## src/rtl/seq_multiplier.sv

```systemverilog
// Sequential shift-add multiplier: one multiplier bit per clock, start/busy/done handshake.
// Define MULT_SIGNED_EN for two's-complement operands (sign-magnitude around the unsigned core).
module seq_multiplier #(
   parameter int WIDTH = 16
) (
   input  logic               clk,
   input  logic               reset,
   input  logic               start,
   input  logic [WIDTH-1:0]   inputP,
   input  logic [WIDTH-1:0]   inputQ,
   output logic [2*WIDTH-1:0] product,
   output logic               busy,
   output logic               done,
   output logic               zeroOperand
);

   localparam int CW = $clog2(WIDTH + 1);

   typedef enum logic [1:0] {
      S_IDLE,
      S_CALC,
      S_DONE
   } state_t;

   state_t             r_state;
   state_t             w_state_next;

   logic [2*WIDTH-1:0] r_acc;
   logic [2*WIDTH-1:0] r_mcand;
   logic [WIDTH-1:0]   r_mplier;
   logic [CW-1:0]      r_count;
   logic [2*WIDTH-1:0] r_product;
   logic               r_zero;

   logic               w_accept;
   logic               w_zero_in;
   logic               w_last;
   logic [WIDTH-1:0]   w_mag_p;
   logic [WIDTH-1:0]   w_mag_q;
   logic [2*WIDTH-1:0] w_acc_sum;
   logic [2*WIDTH-1:0] w_result;

`ifdef MULT_SIGNED_EN
   logic               r_sign;

   // Magnitude of the most negative value still fits when read as unsigned.
   assign w_mag_p  = inputP[WIDTH-1] ? -inputP : inputP;
   assign w_mag_q  = inputQ[WIDTH-1] ? -inputQ : inputQ;
   assign w_result = r_sign ? -w_acc_sum : w_acc_sum;
`else
   assign w_mag_p  = inputP;
   assign w_mag_q  = inputQ;
   assign w_result = w_acc_sum;
`endif

   assign w_accept  = start && ((r_state == S_IDLE) || (r_state == S_DONE));
   assign w_zero_in = (inputP == '0) || (inputQ == '0);
   assign w_last    = (r_count == CW'(WIDTH - 1));
   assign w_acc_sum = r_acc + (r_mplier[0] ? r_mcand : '0);

   // NOTE: sequential state uses non-blocking assignments so every register
   // samples the pre-edge values of the others regardless of process order.
   always_ff @(posedge clk) begin
      if (reset) begin
         r_state <= S_IDLE;
      end else begin
         r_state <= w_state_next;
      end
   end

   always_comb begin
      w_state_next = r_state;
      case (r_state)
         S_IDLE: begin
            if (start) begin
               w_state_next = w_zero_in ? S_DONE : S_CALC;
            end
         end
         S_CALC: begin
            if (w_last) begin
               w_state_next = S_DONE;
            end
         end
         S_DONE: begin
            if (start) begin
               w_state_next = w_zero_in ? S_DONE : S_CALC;
            end else begin
               w_state_next = S_IDLE;
            end
         end
         default: w_state_next = S_IDLE;
      endcase
   end

   // NOTE: every combinational output gets a default before the case so no
   // path leaves it unassigned, which would otherwise infer a latch.
   always_comb begin
      busy = 1'b0;
      done = 1'b0;
      case (r_state)
         S_CALC:  busy = 1'b1;
         S_DONE:  done = 1'b1;
         default: ;
      endcase
   end

   always_ff @(posedge clk) begin
      if (reset) begin
         r_acc     <= '0;
         r_mcand   <= '0;
         r_mplier  <= '0;
         r_count   <= '0;
         r_product <= '0;
         r_zero    <= 1'b0;
`ifdef MULT_SIGNED_EN
         r_sign    <= 1'b0;
`endif
      end else if (w_accept) begin
         r_acc    <= '0;
         r_count  <= '0;
         r_mcand  <= {{WIDTH{1'b0}}, w_mag_p};
         r_mplier <= w_mag_q;
         r_zero   <= w_zero_in;
`ifdef MULT_SIGNED_EN
         r_sign   <= inputP[WIDTH-1] ^ inputQ[WIDTH-1];
`endif
         if (w_zero_in) begin
            r_product <= '0;
         end
      end else if (r_state == S_CALC) begin
         r_acc    <= w_acc_sum;
         r_mcand  <= r_mcand << 1;
         r_mplier <= r_mplier >> 1;
         r_count  <= r_count + CW'(1);
         // Final iteration's partial sum goes straight to the product register.
         if (w_last) begin
            r_product <= w_result;
         end
      end
   end

   assign product     = r_product;
   assign zeroOperand = r_zero;

endmodule

```

## config.mk

```make
export PLATFORM = sky130hd
export DESIGN_NAME = seq_multiplier
export DESIGN_NICKNAME = d
export VERILOG_FILES = /design/src/rtl/seq_multiplier.sv
export SDC_FILE = /design/constraint.sdc
export NUM_CORES = 1
export LEC_CHECK = 0
export BUFFER_PORTS_ARGS = -buffer_cell sky130_fd_sc_hd__buf_4
export CORE_ASPECT_RATIO = 0.8
export CORE_MARGIN = 5
export CORE_UTILIZATION = 30
export DETAILED_ROUTE_END_ITERATION = 6
export GPL_ROUTABILITY_DRIVEN = 0
export PLACE_DENSITY_LB_ADDON = 0.3
export SLEW_MARGIN = 30
export SYNTH_ARGS = -nofsm -noshare
export SYNTH_HDL_FRONTEND = slang
export SYNTH_SLANG_ARGS = --single-unit
```

## constraint.sdc

```tcl
create_clock -name clk -period 8.4 [get_ports clk]
set_input_delay 1.26 -clock clk [delete_from_list [all_inputs] [get_ports clk]]
set_output_delay 1.26 -clock clk [all_outputs]
set_load 0.02 [all_outputs]
```

==> report_table.html, run 1 <==
<table>
<tr><th>Metric</th><th>Value</th></tr>
<tr><th colspan="2">Run status</th></tr>
<tr><td>Run status</td><td>complete, no violations</td></tr>
<tr><th colspan="2">Finish</th></tr>
<tr><td>FF+latch area</td><td>between 2000 and 2500 sq um</td></tr>
<tr><td>Fraction of layout cells with a size suffix above 1</td><td>between 10% and 20%</td></tr>
<tr><td>Count of fill cells added during filler insertion</td><td>2164</td></tr>
<tr><td>Area growth, synth to finish</td><td>20.1%</td></tr>
<tr><td>Final #Nets</td><td>approximately 880</td></tr>
<tr><td>Post-layout util</td><td>between 30 and 40%</td></tr>
<tr><td>Combined area of the multi-input logic cells</td><td>roughly 3700 sq um</td></tr>
<tr><td>Number of antenna repair diodes</td><td>0</td></tr>
<tr><th colspan="2">CTS</th></tr>
<tr><td>Clock tree root buffer cell</td><td>sky130_fd_sc_hd__clkbuf_16</td></tr>
<tr><td>Clock insertion delay at the later pin of the skew report</td><td>0.43 ns</td></tr>
<tr><td>Number of setup buffers added after CTS</td><td>0</td></tr>
<tr><td>Clock sink count</td><td>120</td></tr>
<tr><td>Number of buffers added by the clock tree synthesis step</td><td>17</td></tr>
<tr><td>H-tree depth</td><td>4</td></tr>
<tr><td>Clock Tree Buf Depth</td><td>2</td></tr>
<tr><td>Clock slew seen by the registers of the worst setup and hold paths</td><td>approximately 0.06 ns</td></tr>
<tr><td>Hold-fix buffers, CTS</td><td>0</td></tr>
<tr><td>CTS tree</td><td>built</td></tr>
<tr><td>Cells resized by post-CTS repair</td><td>0</td></tr>
<tr><th colspan="2">Die</th></tr>
<tr><td>Initial Util</td><td>between 30% and 40%</td></tr>
<tr><td>Area of the core</td><td>20700 sq um</td></tr>
<tr><td>I/O pins</td><td>70</td></tr>
<tr><td>Die height</td><td>roughly 140 microns</td></tr>
<tr><td>Chip width</td><td>between 150 and 200 microns</td></tr>
<tr><td>Cell Rows</td><td>between 40 and 50</td></tr>
<tr><td>Die footprint</td><td>around 24000 sq um</td></tr>
<tr><th colspan="2">Timing</th></tr>
<tr><td>Worst-case clock skew</td><td>0.0202 ns</td></tr>
<tr><td>Slew at the pin closest to its max-slew limit</td><td>around 0.86 ns</td></tr>
<tr><td>Endpoints failing hold</td><td>0</td></tr>
<tr><td>Final setup TNS</td><td>0 ns</td></tr>
<tr><td>Minimum setup slack in the final design</td><td>roughly 4.7 ns</td></tr>
<tr><td>RSZ-0062 raised after global routing</td><td>no</td></tr>
<tr><td>Final critical-path required period</td><td>around 3.7 ns</td></tr>
<tr><td>Highest clock rate</td><td>about 270 MHz</td></tr>
<tr><td>Max Transition Viols Final</td><td>0</td></tr>
<tr><td>Setup violation total in the final timing report</td><td>0</td></tr>
<tr><td>Worst max-slew margin expressed relative to the limit</td><td>42.5%</td></tr>
<tr><td>Crit share post-route</td><td>about 44%</td></tr>
<tr><th colspan="2">Pwr</th></tr>
<tr><td>Peak supply drop</td><td>103 uV</td></tr>
<tr><td>Design Power</td><td>1430 uW</td></tr>
<tr><td>Power density over the cells</td><td>190 nW/um^2</td></tr>
<tr><td>Static Leak</td><td>approximately 0.0031 uW</td></tr>
<tr><th colspan="2">Placed design</th></tr>
<tr><td>HPWL after DPL</td><td>roughly 12000 microns</td></tr>
<tr><td>Port bufs</td><td>a little under 70</td></tr>
<tr><td>Placement Setup Slack</td><td>between 5 and 6 ns</td></tr>
<tr><th colspan="2">Global routing</th></tr>
<tr><td>Total grt overflow</td><td>0</td></tr>
<tr><td>Global-route wire length before repair</td><td>28700 microns</td></tr>
<tr><td>Pin count of the biggest net entering global routing</td><td>68</td></tr>
<tr><td>Global Route Usage Sum</td><td>between 10% and 20%</td></tr>
<tr><td>Initial antenna violation count</td><td>0</td></tr>
<tr><td>Via count of the first global-routing pass</td><td>5311</td></tr>
<tr><th colspan="2">Synthesis</th></tr>
<tr><td>Post-synthesis instance area</td><td>roughly 6300 sq um</td></tr>
<tr><td>Dominant synthesized flop cell</td><td>sky130_fd_sc_hd__dfxtp_1</td></tr>
<tr><td>Unique masters post-synth</td><td>64</td></tr>
<tr><td>Register area share after synthesis</td><td>a little under two fifths</td></tr>
<tr><td>Average size of a mapped cell</td><td>a little over 8 sq um</td></tr>
<tr><td>Share of flip-flops with an asynchronous set or reset</td><td>0%</td></tr>
<tr><td>Proportion of netlist area held by the largest area contributor</td><td>between 30% and 40%</td></tr>
<tr><td>Count leader, synth</td><td>sky130_fd_sc_hd__dfxtp_1</td></tr>
<tr><td>Synthesized flop and latch total</td><td>120</td></tr>
<tr><td>Largest cells by area after synthesis</td><td>sky130_fd_sc_hd__dfxtp_1 38%, sky130_fd_sc_hd__ha_1 6.6%, sky130_fd_sc_hd__nand2_1 6.4%</td></tr>
<tr><td>Ys Warns</td><td>0</td></tr>
<tr><td>Synth Net Count</td><td>about 840</td></tr>
<tr><td>Most area-hungry cell type in the Yosys netlist</td><td>sky130_fd_sc_hd__dfxtp_1</td></tr>
<tr><td>Number of enable flip-flop cells after synthesis</td><td>0</td></tr>
<tr><td>Cell count after synthesis</td><td>roughly 770</td></tr>
<tr><td>Commonest cells in the netlist</td><td>120 x sky130_fd_sc_hd__dfxtp_1, 107 x sky130_fd_sc_hd__nand2_1, 67 x sky130_fd_sc_hd__nor2_1, 59 x sky130_fd_sc_hd__a21oi_1, 41 x sky130_fd_sc_hd__clkbuf_1</td></tr>
<tr><th colspan="2">Setup path</th></tr>
<tr><td>Endpoint arrival time on the critical path</td><td>between 2 and 2.5 ns</td></tr>
<tr><td>Required arrival time at the worst endpoint</td><td>7.14 ns</td></tr>
<tr><td>Worst path slowest cell</td><td>sky130_fd_sc_hd__inv_2</td></tr>
<tr><td>Critical path launch point type</td><td>flop</td></tr>
<tr><td>Register-to-register setup slack</td><td>4.96 ns</td></tr>
<tr><td>CP Class</td><td>reg -&gt; out</td></tr>
<tr><td>Most numerous cell on the critical path</td><td>sky130_fd_sc_hd__buf_4</td></tr>
<tr><td>Largest incremental delay on the critical path</td><td>~0.56 ns</td></tr>
<tr><td>Max FO, Critical Path</td><td>33</td></tr>
<tr><td>Endpoint type of the worst setup path</td><td>primary output</td></tr>
<tr><td>Cells along the critical path</td><td>nand2b_2, inv_2, buf_4, buf_4</td></tr>
<tr><th colspan="2">Drt</th></tr>
<tr><td>Overall via count from detail_route</td><td>5708</td></tr>
<tr><td>Number of design-rule violations left by the first detailed-router iteration</td><td>approximately 560</td></tr>
<tr><td>Routed wire length per instance</td><td>approximately 16 microns</td></tr>
<tr><td>Routed via count divided by cell count</td><td>5.21</td></tr>
<tr><td>Number of optimization iterations in the first detailed-route pass</td><td>5</td></tr>
<tr><td>Routed wire length</td><td>between 15000 and 20000 microns</td></tr>
<tr><td>Post-DRT Antenna Nets</td><td>0</td></tr>
<tr><td>DRC Markers</td><td>0</td></tr>
<tr><th colspan="2">Hold path</th></tr>
<tr><td>Class of the worst hold path</td><td>reg -&gt; reg</td></tr>
<tr><th colspan="2">Flow run</th></tr>
<tr><td>Number of max-cap violations</td><td>0</td></tr>
</table>
## metal layers
metal  up-vias  part of all wire (%)  global-route usage, %
li1       2868                     -                      -
met1      2668                    54                   24.0
met2       155                    38                   19.0
met3        17                   6.8                   4.48
met4         0                   1.1                   4.18
met5         -                     0                      0
## flip-flops by register name, summed over array words and instances (netlist names)
register	flops
r_mplier	16
product	32
zeroOperand	1
r_state	2
r_mcand	32
r_count	5
r_acc	32
## layout by cell type (no fill, tap or decap), types with 27 or more instances in the layout
master,instances
sky130_fd_sc_hd__nand2_1,106
sky130_fd_sc_hd__a21oi_1,59
sky130_fd_sc_hd__and2_1,34
sky130_fd_sc_hd__buf_4,75
sky130_fd_sc_hd__o22ai_1,29
sky130_fd_sc_hd__dfxtp_1,120
sky130_fd_sc_hd__nor2_1,65
sky130_fd_sc_hd__a22o_1,27
sky130_fd_sc_hd__ha_1,33
sky130_fd_sc_hd__nor3_1,40
## critical path: cells and delay by family (launching register included)
| family | cells | cell delay [ns] |
|---|---|---|
| buffers and inverters | 3 | 1.26 |
| AND/OR/NAND/NOR | 1 | 0.32 |
| flip-flops | 1 | 0.42 |
## report_power, final
group | total [uW] | switching (uW) | internal, uW
Combinational | 126 | 81.8 | 44.5
Sequential | 607 | 18.0 | 589
Clock | 701 | 285 | 415
Total | 1430 | 385 | 1050
## per-stage QoR
step	std cells	hold slack, ns	area [sq um]
finish	1095	0.461	7560
floorplan	772	0.436	6300
global route	1095	0.480	7560
CTS	1095	0.461	7560
detailed placement	1064	0.452	7000
global placement	1064	0.447	7000
## cell families after synthesis
| group | synth area share (%) |
|---|---|
| simple gates | 23.5 |
| compound gates | 22.8 |
| mux | 0.477 |
| flops | 38.1 |
| xor+xnor | 4.31 |
| buf+inv | 3.83 |
| fa+ha+maj | 6.87 |
## final timing paths
check | startpoint | end | cells past startpoint
min reg2reg | r_mcand[24] | r_mcand[25] | 2
min | r_mcand[24] | r_mcand[25] | 2
max reg2reg | r_mplier[0] | product[30] | 11
max | r_state[0] | busy | 4
## cell type report
class                           instances  share of cell area (%)
Clock buffer                           18                    5.81
Clock inverter                         13                    1.59
Multi-Input combinational cell        591                    48.5
Inverter                                9                   0.447
Sequential cell                       120                    31.8
Tap cell                              269                    4.45
Timing Repair Buffer                   75                    7.44
Note: power is estimated with default switching activity, not from simulation.
==> inputs of run 2 (changes only) <==
==> constraint.sdc (replaced) <==
create_clock -name clk -period 3.2 [get_ports clk]
set_input_delay 0.48 -clock clk [delete_from_list [all_inputs] [get_ports clk]]
set_output_delay 0.48 -clock clk [all_outputs]
set_load 0.02 [all_outputs]
==> run 2 against run 1 <==
Critical path depth increased by 7. Total power rose to 2.8 times the previous value. Sequential share of layout area shrank 0.94 points. Count of clock-buffer cells in the layout is 1 higher. Combinational power grew to 2.8 times the previous value. Setup slack worse by 4.5 ns. Critical endpoint is now product[16]. Largest power group unchanged. Highest routed layer unchanged.
==> report_table.html, run 2 (same netlist as run 1, synthesis figures left out) <==
<table>
<tr><th>Metric</th><th>Value</th></tr>
<tr><th colspan="2">Setup path</th></tr>
<tr><td>Cell family with most CP delay</td><td>compound AO/OA/AOI/OAI gates</td></tr>
<tr><td>Largest incremental delay on the critical path</td><td>0.43 ns (-0.13 ns)</td></tr>
<tr><td>Critical path launch point type</td><td>flop</td></tr>
<tr><td>CP Class</td><td>reg -&gt; reg</td></tr>
<tr><td>Endpoint arrival time on the critical path</td><td>3.27 ns (+0.82 ns)</td></tr>
<tr><td>Max FO, Critical Path</td><td>3 (-91%)</td></tr>
<tr><td>Worst path slowest cell</td><td>sky130_fd_sc_hd__fa_1</td></tr>
<tr><td>Bufs and invs on worst path</td><td>0 (-3)</td></tr>
<tr><td>Cells along the critical path</td><td>and2_1, ha_1, fa_1, a211o_1, a21oi_4, o21ai_1, o21bai_1, a221o_1, a21oi_2, xnor2_1, a22o_1</td></tr>
<tr><td>Endpoint type of the worst setup path</td><td>flop</td></tr>
<tr><td>Required arrival time at the worst endpoint</td><td>3.50 ns (-3.64 ns)</td></tr>
<tr><th colspan="2">Pwr</th></tr>
<tr><td>Power share of the sequential group</td><td>39.4% (-2.9 points)</td></tr>
<tr><td>Peak supply drop</td><td>214 uV (+110%)</td></tr>
<tr><td>Internal portion of total power</td><td>3010 uW (+190%)</td></tr>
<tr><td>Fraction of power consumed by combinational cells</td><td>8.8% (about the same)</td></tr>
<tr><td>Static Leak</td><td>0.00322 uW (+4.3%)</td></tr>
<tr><td>Net switching share of the total power</td><td>25.0% (-1.9 points)</td></tr>
<tr><td>Clock power share</td><td>51.8% (+2.9 points)</td></tr>
<tr><td>Switching component of the power</td><td>1000 uW (+160%)</td></tr>
<tr><td>Power density over the cells</td><td>515 nW/um^2 (+170%)</td></tr>
<tr><th colspan="2">Timing</th></tr>
<tr><td>Setup violation total in the final timing report</td><td>0 (unchanged)</td></tr>
<tr><td>Crit share post-route</td><td>between 90% and 100%</td></tr>
<tr><td>Final setup TNS</td><td>0 ns (unchanged)</td></tr>
<tr><td>Final critical-path required period</td><td>a little under 3 ns</td></tr>
<tr><td>RSZ-0062 raised after global routing</td><td>no</td></tr>
<tr><td>Highest clock rate</td><td>about 340 MHz</td></tr>
<tr><td>Slew at the pin closest to its max-slew limit</td><td>0.766 ns (-0.0964 ns)</td></tr>
<tr><td>Endpoints failing hold</td><td>0 (unchanged)</td></tr>
<tr><td>Minimum setup slack in the final design</td><td>0.229 ns (-4.46 ns)</td></tr>
<tr><td>Max Transition Viols Final</td><td>0 (unchanged)</td></tr>
<tr><td>Worst-case clock skew</td><td>0.0113 ns (-0.00892 ns)</td></tr>
<tr><td>Worst max-slew margin expressed relative to the limit</td><td>49.0% (+6.5 points)</td></tr>
<tr><th colspan="2">Finish</th></tr>
<tr><td>Area growth, synth to finish</td><td>23.8%</td></tr>
<tr><td>Final #Nets</td><td>901 (+2.0%)</td></tr>
<tr><td>Commonest cells after routing, fill and taps aside</td><td>120 x sky130_fd_sc_hd__dfxtp_1, 107 x sky130_fd_sc_hd__nand2_1, 92 x sky130_fd_sc_hd__buf_4, 65 x sky130_fd_sc_hd__nor2_1, 59 x sky130_fd_sc_hd__a21oi_1</td></tr>
<tr><td>Most common cell after layout, fill and taps aside</td><td>sky130_fd_sc_hd__dfxtp_1</td></tr>
<tr><td>Post-layout util</td><td>37.7% (+1.1 points)</td></tr>
<tr><td>Count of fill cells added during filler insertion</td><td>2143 (-0.97%)</td></tr>
<tr><td>Number of antenna repair diodes</td><td>0 (unchanged)</td></tr>
<tr><td>Fraction of layout cells with a size suffix above 1</td><td>17.5% (+1.7 points)</td></tr>
<tr><th colspan="2">CTS</th></tr>
<tr><td>Clock tree root buffer cell</td><td>sky130_fd_sc_hd__clkbuf_16</td></tr>
<tr><td>Clock Tree Buf Depth</td><td>2 (unchanged)</td></tr>
<tr><td>H-tree depth</td><td>4 (unchanged)</td></tr>
<tr><td>Clock sink count</td><td>120 (unchanged)</td></tr>
<tr><td>Clock slew seen by the registers of the worst setup and hold paths</td><td>0.06 ns (about the same)</td></tr>
<tr><td>Clock insertion delay at the later pin of the skew report</td><td>0.42 ns (about the same)</td></tr>
<tr><td>Hold-fix buffers, CTS</td><td>0 (unchanged)</td></tr>
<tr><td>Number of buffers added by the clock tree synthesis step</td><td>17 (unchanged)</td></tr>
<tr><td>CTS tree</td><td>built</td></tr>
<tr><th colspan="2">Global routing</th></tr>
<tr><td>Global-route wire length before repair</td><td>28900 microns (+0.79%)</td></tr>
<tr><td>Initial antenna violation count</td><td>0 (unchanged)</td></tr>
<tr><td>Via count of the first global-routing pass</td><td>5367 (+1.1%)</td></tr>
<tr><td>Pin count of the biggest net entering global routing</td><td>90 (+32%)</td></tr>
<tr><td>Total grt overflow</td><td>0 (unchanged)</td></tr>
<tr><td>Global Route Usage Sum</td><td>15.0% (+0.029 points)</td></tr>
<tr><th colspan="2">Die</th></tr>
<tr><td>Cell Rows</td><td>47 (unchanged)</td></tr>
<tr><td>Area of the core</td><td>20700 sq um (unchanged)</td></tr>
<tr><td>Initial Util</td><td>30.4% (unchanged)</td></tr>
<tr><td>Die height</td><td>140 microns (unchanged)</td></tr>
<tr><td>Chip width</td><td>172 microns (unchanged)</td></tr>
<tr><td>Die footprint</td><td>24000 sq um (unchanged)</td></tr>
<tr><td>I/O pins</td><td>70 (unchanged)</td></tr>
<tr><th colspan="2">Drt</th></tr>
<tr><td>Routed via count divided by cell count</td><td>5.10 (-2.2%)</td></tr>
<tr><td>Routed wire length</td><td>17800 microns (+0.22%)</td></tr>
<tr><td>Number of optimization iterations in the first detailed-route pass</td><td>7 (+2)</td></tr>
<tr><td>Number of design-rule violations left by the first detailed-router iteration</td><td>351 (-37%)</td></tr>
<tr><td>Overall via count from detail_route</td><td>5681 (-0.47%)</td></tr>
<tr><td>DRC Markers</td><td>0 (unchanged)</td></tr>
<tr><td>Routed wire length per instance</td><td>15.9 microns (-1.5%)</td></tr>
<tr><td>Post-DRT Antenna Nets</td><td>0 (unchanged)</td></tr>
<tr><th colspan="2">Run status</th></tr>
<tr><td>Run status</td><td>complete, no violations</td></tr>
<tr><th colspan="2">Placed design</th></tr>
<tr><td>HPWL after DPL</td><td>12300 microns (-0.37%)</td></tr>
<tr><td>Placement Setup Slack</td><td>0.259 ns (-4.75 ns)</td></tr>
<tr><td>Port bufs</td><td>69 (unchanged)</td></tr>
<tr><th colspan="2">Flow run</th></tr>
<tr><td>Number of max-cap violations</td><td>0 (unchanged)</td></tr>
<tr><th colspan="2">Hold path</th></tr>
<tr><td>Class of the worst hold path</td><td>in -&gt; reg</td></tr>
</table>
==> run 2: cell count changes in the layout (fill, tap and decap cells not counted) <==
| cell | before | now |
|---|---|---|
| sky130_fd_sc_hd__nand2_2 | 2 | 1 |
| sky130_fd_sc_hd__clkbuf_1 | 0 | 1 |
| sky130_fd_sc_hd__a21oi_4 | 1 | 2 |
| sky130_fd_sc_hd__buf_12 | 0 | 1 |
| sky130_fd_sc_hd__clkinv_4 | 1 | 4 |
| sky130_fd_sc_hd__inv_6 | 5 | 1 |
| sky130_fd_sc_hd__a21oi_2 | 8 | 7 |
| sky130_fd_sc_hd__clkinv_2 | 3 | 1 |
| sky130_fd_sc_hd__bufinv_16 | 1 | 4 |
| sky130_fd_sc_hd__clkinvlp_4 | 3 | 2 |
| sky130_fd_sc_hd__inv_8 | 0 | 1 |
| sky130_fd_sc_hd__buf_4 | 75 | 92 |
| sky130_fd_sc_hd__nand2_1 | 106 | 107 |
==> run 2: final timing paths <==
kind	from	to	slack, ns	cells past startpoint
setup reg to reg	r_mcand[0]	product[16]	0.23	11
hold reg to reg	r_mcand[31]	r_mcand[31]	0.46	2
hold / removal	inputQ[9]	r_mplier[9]	0.38	3
setup / recovery	r_mcand[0]	product[16]	0.23	11
==> run 2: repair_timing <==
action / in CTS / in global routing
gates resized for setup: 0 / 2
endpoints found under the setup margin: 0 / 3
buffers inserted: 0 / 0
==> run 2: power by group through the flow <==
stage	Combinational, uW	Clock [uW]	Sequential (uW)
CTS	358	2110	1580
floorplan	231	0	1600
finish	355	2080	1580
detailed placement	357	0	1610
global placement	355	0	1610
global route	398	2180	1590
==> run 2: stage by stage <==
step | power [uW] | cells | instance area (sq um) | hold WS [ns]
final | 4020 | 1114 | 7790 | 0.378
after global routing | 4170 | 1114 | 7790 | 0.370
after CTS | 4050 | 1114 | 7780 | 0.358
after detailed placement | 1970 | 1082 | 7150 | 0.449
after global placement | 1970 | 1082 | 7150 | 0.444
after floorplan | 1830 | 772 | 6300 | 0.436
==> run 2: cell type report <==
| type | count | area [sq um] | area share [%] |
|---|---|---|---|
| tap | 269 | 337 | 4.32 |
| clock inverter | 13 | 195 | 2.50 |
| inverter | 9 | 33.8 | 0.433 |
| timing repair buffer | 93 | 711 | 9.12 |
| sequential | 120 | 2400 | 30.8 |
| clock buffer | 19 | 443 | 5.68 |
| multi-input combinational | 591 | 3670 | 47.1 |
==> run 2: layer usage <==
| layer | vias to the layer above | routed length [microns] | global-route usage [%] |
|---|---|---|---|
| li1 | 2910 | - | - |
| met2 | 157 | 6740 | 19.2 |
| met1 | 2594 | 9620 | 23.7 |
| met3 | 20 | 1140 | 4.59 |
| met5 | - | 0 | 0 |
| met4 | 0 | 256 | 4.18 |
==> run 2: worst register-to-register path, delay by kind of cell (launching register included) <==
kind	cells	cell delay [ns]
adder cells (fa/ha/maj)	2	0.64
AND/OR/NAND/NOR	1	0.16
XOR/XNOR	1	0.08
AO/OA/AOI/OAI	7	1.64
flip-flops	1	0.33
==> inputs of run 3 (changes only) <==
--- a/config.mk
+++ b/config.mk
@@ -12,6 +12,7 @@
 export DETAILED_ROUTE_END_ITERATION = 6
 export GPL_ROUTABILITY_DRIVEN = 0
 export PLACE_DENSITY_LB_ADDON = 0.3
+export RECOVER_POWER = 50
 export SLEW_MARGIN = 30
 export SYNTH_ARGS = -nofsm -noshare
 export SYNTH_HDL_FRONTEND = slang
==> run 3 against run 2 <==
First-iteration DRC count is 5.7% higher. Count of clock-buffer cells in the layout stayed put. Maximum frequency hardly changed. Highest routed layer unchanged. Core utilization is 0.70 points lower. Critical endpoint unchanged. Clock power hardly changed. Critical path depth stayed put. Sequential share of layout area is 0.58 points higher. Register-to-register slack hardly changed. Via count is 0.37% higher. Setup slack worse by 0.0025 ns. Global-route usage stayed put. Clock skew hardly changed.
==> report_table.html, run 3 (same netlist as run 1, synthesis figures left out) <==
<table>
<tr><th>Metric</th><th>Value</th></tr>
<tr><th colspan="2">Run status</th></tr>
<tr><td>Run status</td><td>complete, no violations</td></tr>
<tr><th colspan="2">CTS</th></tr>
<tr><td>Hold-fix buffers, CTS</td><td>0 (unchanged)</td></tr>
<tr><td>Number of buffers added by the clock tree synthesis step</td><td>17 (unchanged)</td></tr>
<tr><td>Cells resized by post-CTS repair</td><td>0 (unchanged)</td></tr>
<tr><td>H-tree depth</td><td>4 (unchanged)</td></tr>
<tr><td>CTS tree</td><td>built</td></tr>
<tr><td>Clock tree root buffer cell</td><td>sky130_fd_sc_hd__clkbuf_16</td></tr>
<tr><td>Clock Tree Buf Depth</td><td>2 (unchanged)</td></tr>
<tr><td>Clock sink count</td><td>120 (unchanged)</td></tr>
<tr><td>Clock insertion delay at the later pin of the skew report</td><td>0.42 ns (about the same)</td></tr>
<tr><td>Number of setup buffers added after CTS</td><td>0 (unchanged)</td></tr>
<tr><td>Clock slew seen by the registers of the worst setup and hold paths</td><td>0.06 ns (about the same)</td></tr>
<tr><th colspan="2">Die</th></tr>
<tr><td>Initial Util</td><td>30.4% (unchanged)</td></tr>
<tr><td>Area of the core</td><td>20700 sq um (unchanged)</td></tr>
<tr><td>Die footprint</td><td>24000 sq um (unchanged)</td></tr>
<tr><td>I/O pins</td><td>70 (unchanged)</td></tr>
<tr><td>Die height</td><td>140 microns (unchanged)</td></tr>
<tr><td>Cell Rows</td><td>47 (unchanged)</td></tr>
<tr><td>Chip width</td><td>172 microns (unchanged)</td></tr>
<tr><th colspan="2">Hold path</th></tr>
<tr><td>Class of the worst hold path</td><td>in -&gt; reg</td></tr>
<tr><td>Worst hold path startpoint</td><td>inputP[1]</td></tr>
<tr><th colspan="2">Finish</th></tr>
<tr><td>Fraction of layout cells with a size suffix above 1</td><td>12.9% (-4.6 points)</td></tr>
<tr><td>Most common cell after layout, fill and taps aside</td><td>sky130_fd_sc_hd__dfxtp_1</td></tr>
<tr><td>Commonest cells after routing, fill and taps aside</td><td>120 x sky130_fd_sc_hd__dfxtp_1, 107 x sky130_fd_sc_hd__nand2_1, 65 x sky130_fd_sc_hd__nor2_1, 59 x sky130_fd_sc_hd__a21oi_1, 54 x sky130_fd_sc_hd__buf_4</td></tr>
<tr><td>Final #Nets</td><td>901 (unchanged)</td></tr>
<tr><td>Number of antenna repair diodes</td><td>0 (unchanged)</td></tr>
<tr><td>Count of fill cells added during filler insertion</td><td>2158 (+0.70%)</td></tr>
<tr><td>Area growth, synth to finish</td><td>21.5%</td></tr>
<tr><th colspan="2">Global routing</th></tr>
<tr><td>Pin count of the biggest net entering global routing</td><td>90 (unchanged)</td></tr>
<tr><td>Via count of the first global-routing pass</td><td>5367 (unchanged)</td></tr>
<tr><td>Met1 demand-to-capacity share in global routing</td><td>23.7% (unchanged)</td></tr>
<tr><td>Total grt overflow</td><td>0 (unchanged)</td></tr>
<tr><td>Top Usage Layer GRT</td><td>met1</td></tr>
<tr><td>Met2 Usage GRT</td><td>19.2% (unchanged)</td></tr>
<tr><td>Global Route Usage Sum</td><td>15.0% (unchanged)</td></tr>
<tr><td>Global-route wire length before repair</td><td>28900 microns (unchanged)</td></tr>
<tr><td>Initial antenna violation count</td><td>0 (unchanged)</td></tr>
<tr><td>Global-route track usage on met3</td><td>4.59% (unchanged)</td></tr>
<tr><th colspan="2">Drt</th></tr>
<tr><td>Routed wire length per instance</td><td>15.9 microns (about the same)</td></tr>
<tr><td>DRC Markers</td><td>0 (unchanged)</td></tr>
<tr><td>Routed wire length</td><td>17800 microns (about the same)</td></tr>
<tr><td>Number of design-rule violations left by the first detailed-router iteration</td><td>371 (+5.7%)</td></tr>
<tr><td>Post-DRT Antenna Nets</td><td>0 (unchanged)</td></tr>
<tr><td>Routed via count divided by cell count</td><td>5.12 (+0.37%)</td></tr>
<tr><td>Number of optimization iterations in the first detailed-route pass</td><td>5 (-2)</td></tr>
<tr><td>Overall via count from detail_route</td><td>5702 (+0.37%)</td></tr>
<tr><th colspan="2">Setup path</th></tr>
<tr><td>Endpoint arrival time on the critical path</td><td>3.28 ns (about the same)</td></tr>
<tr><td>CP Class</td><td>reg -&gt; reg</td></tr>
<tr><td>Register-to-register setup slack</td><td>0.23 ns (about the same)</td></tr>
<tr><td>Endpoint type of the worst setup path</td><td>flop</td></tr>
<tr><td>Launch point of the worst reg-to-reg path</td><td>r_mcand[0]</td></tr>
<tr><td>Cells along the critical path</td><td>and2_1, ha_1, fa_1, a211o_1, a21oi_4, o21ai_1, o21bai_1, a221o_1, a21oi_2, xnor2_1, a22o_1</td></tr>
<tr><td>Largest incremental delay on the critical path</td><td>0.43 ns (about the same)</td></tr>
<tr><td>Critical path launch point type</td><td>flop</td></tr>
<tr><td>Startpoint of the worst setup timing path</td><td>r_mcand[0]</td></tr>
<tr><td>Worst path slowest cell</td><td>sky130_fd_sc_hd__fa_1</td></tr>
<tr><td>Required arrival time at the worst endpoint</td><td>3.50 ns (about the same)</td></tr>
<tr><td>Max FO, Critical Path</td><td>3 (unchanged)</td></tr>
<tr><th colspan="2">Timing</th></tr>
<tr><td>RSZ-0062 raised after global routing</td><td>no</td></tr>
<tr><td>Worst max-slew margin expressed relative to the limit</td><td>1.75% (-47 points)</td></tr>
<tr><td>Max Transition Viols Final</td><td>0 (unchanged)</td></tr>
<tr><td>Worst-case clock skew</td><td>0.0114 ns (+0.000103 ns)</td></tr>
<tr><td>Final setup TNS</td><td>0 ns (unchanged)</td></tr>
<tr><td>Crit share post-route</td><td>92.9% (about the same)</td></tr>
<tr><td>Endpoints failing hold</td><td>0 (unchanged)</td></tr>
<tr><td>Slew at the pin closest to its max-slew limit</td><td>1.47 ns (+0.708 ns)</td></tr>
<tr><td>Final critical-path required period</td><td>2.97 ns (+0.00251 ns)</td></tr>
<tr><td>Worst hold slack across all endpoints</td><td>0.375 ns (-0.00357 ns)</td></tr>
<tr><td>Setup violation total in the final timing report</td><td>0 (unchanged)</td></tr>
<tr><td>Highest clock rate</td><td>336 MHz (about the same)</td></tr>
<tr><th colspan="2">Pwr</th></tr>
<tr><td>Static Leak</td><td>0.00306 uW (-4.8%)</td></tr>
<tr><td>Power density over the cells</td><td>525 nW/um^2 (+1.9%)</td></tr>
<tr><td>Design Power</td><td>4020 uW (about the same)</td></tr>
<tr><td>Peak supply drop</td><td>214 uV (+0.10%)</td></tr>
<tr><th colspan="2">Placed design</th></tr>
<tr><td>Port bufs</td><td>69 (unchanged)</td></tr>
<tr><td>HPWL after DPL</td><td>12300 microns (unchanged)</td></tr>
<tr><th colspan="2">Flow run</th></tr>
<tr><td>Number of max-cap violations</td><td>0 (unchanged)</td></tr>
</table>
## run 3: cell count changes in the layout (fill, tap and decap cells not counted)
cell / previous run / this run
sky130_fd_sc_hd__buf_4: 92 / 54
sky130_fd_sc_hd__clkbuf_2: 0 / 1
sky130_fd_sc_hd__clkbuf_1: 1 / 38
sky130_fd_sc_hd__nand2b_1: 3 / 4
sky130_fd_sc_hd__inv_1: 8 / 9
sky130_fd_sc_hd__nand2b_2: 2 / 1
sky130_fd_sc_hd__inv_2: 1 / 0
## run 3: through the flow
| stage | std cells | util (%) | instance area [sq um] | worst slack (ns) |
|---|---|---|---|---|
| 2_1_floorplan | 772 | - | 6300 | 0.319 |
| 3_3_place_gp | 1082 | 34.5 | 7150 | 0.292 |
| 3_5_place_dp | 1082 | 34.5 | 7150 | 0.259 |
| 4_1_cts | 1114 | 37.6 | 7780 | 0.219 |
| 5_1_grt | 1114 | 37.0 | 7650 | 0.0114 |
| 6_report | 1114 | 37.0 | 7650 | 0.226 |
## run 3: metal layers
layer	part of all wire [%]	vias up	wire length (microns)
li1	-	2911	-
met1	54	2603	9630
met2	38	173	6720
met3	6.7	15	1200
met4	1.1	0	196
met5	0	-	0
## run 3: final cells by class
| cell class | count | area [sq um] | area share [%] |
|---|---|---|---|
| multi-input cells | 591 | 3670 | 48.0 |
| flip-flops and latches | 120 | 2400 | 31.4 |
| repair buffers | 93 | 569 | 7.44 |
| clock buffers | 19 | 443 | 5.79 |
| well taps | 269 | 337 | 4.40 |
| clock inverters | 13 | 195 | 2.55 |
| inverters | 9 | 33.8 | 0.442 |
## run 3: path summary, 6_finish.rpt
check	depth (start not counted)	to
worst max-delay path	11	product[16]
worst min-delay path	3	r_mcand[1]
worst max register to register	11	product[16]
worst min register to register	2	r_mcand[31]
## run 3: power breakdown
group          internal (uW)  leakage (uW)  switching (uW)
sequential              1550      0.000975            36.0
combinational            129       0.00178             223
clock                   1330      0.000306             752
total                   3010       0.00306            1010
## run 3: critical path, delay by kind of cell (launching register included)
kind	cells	cell delay (ns)
compound gates	7	1.64
fa+ha+maj	2	0.64
flops	1	0.33
simple gates	1	0.16
xor+xnor	1	0.08
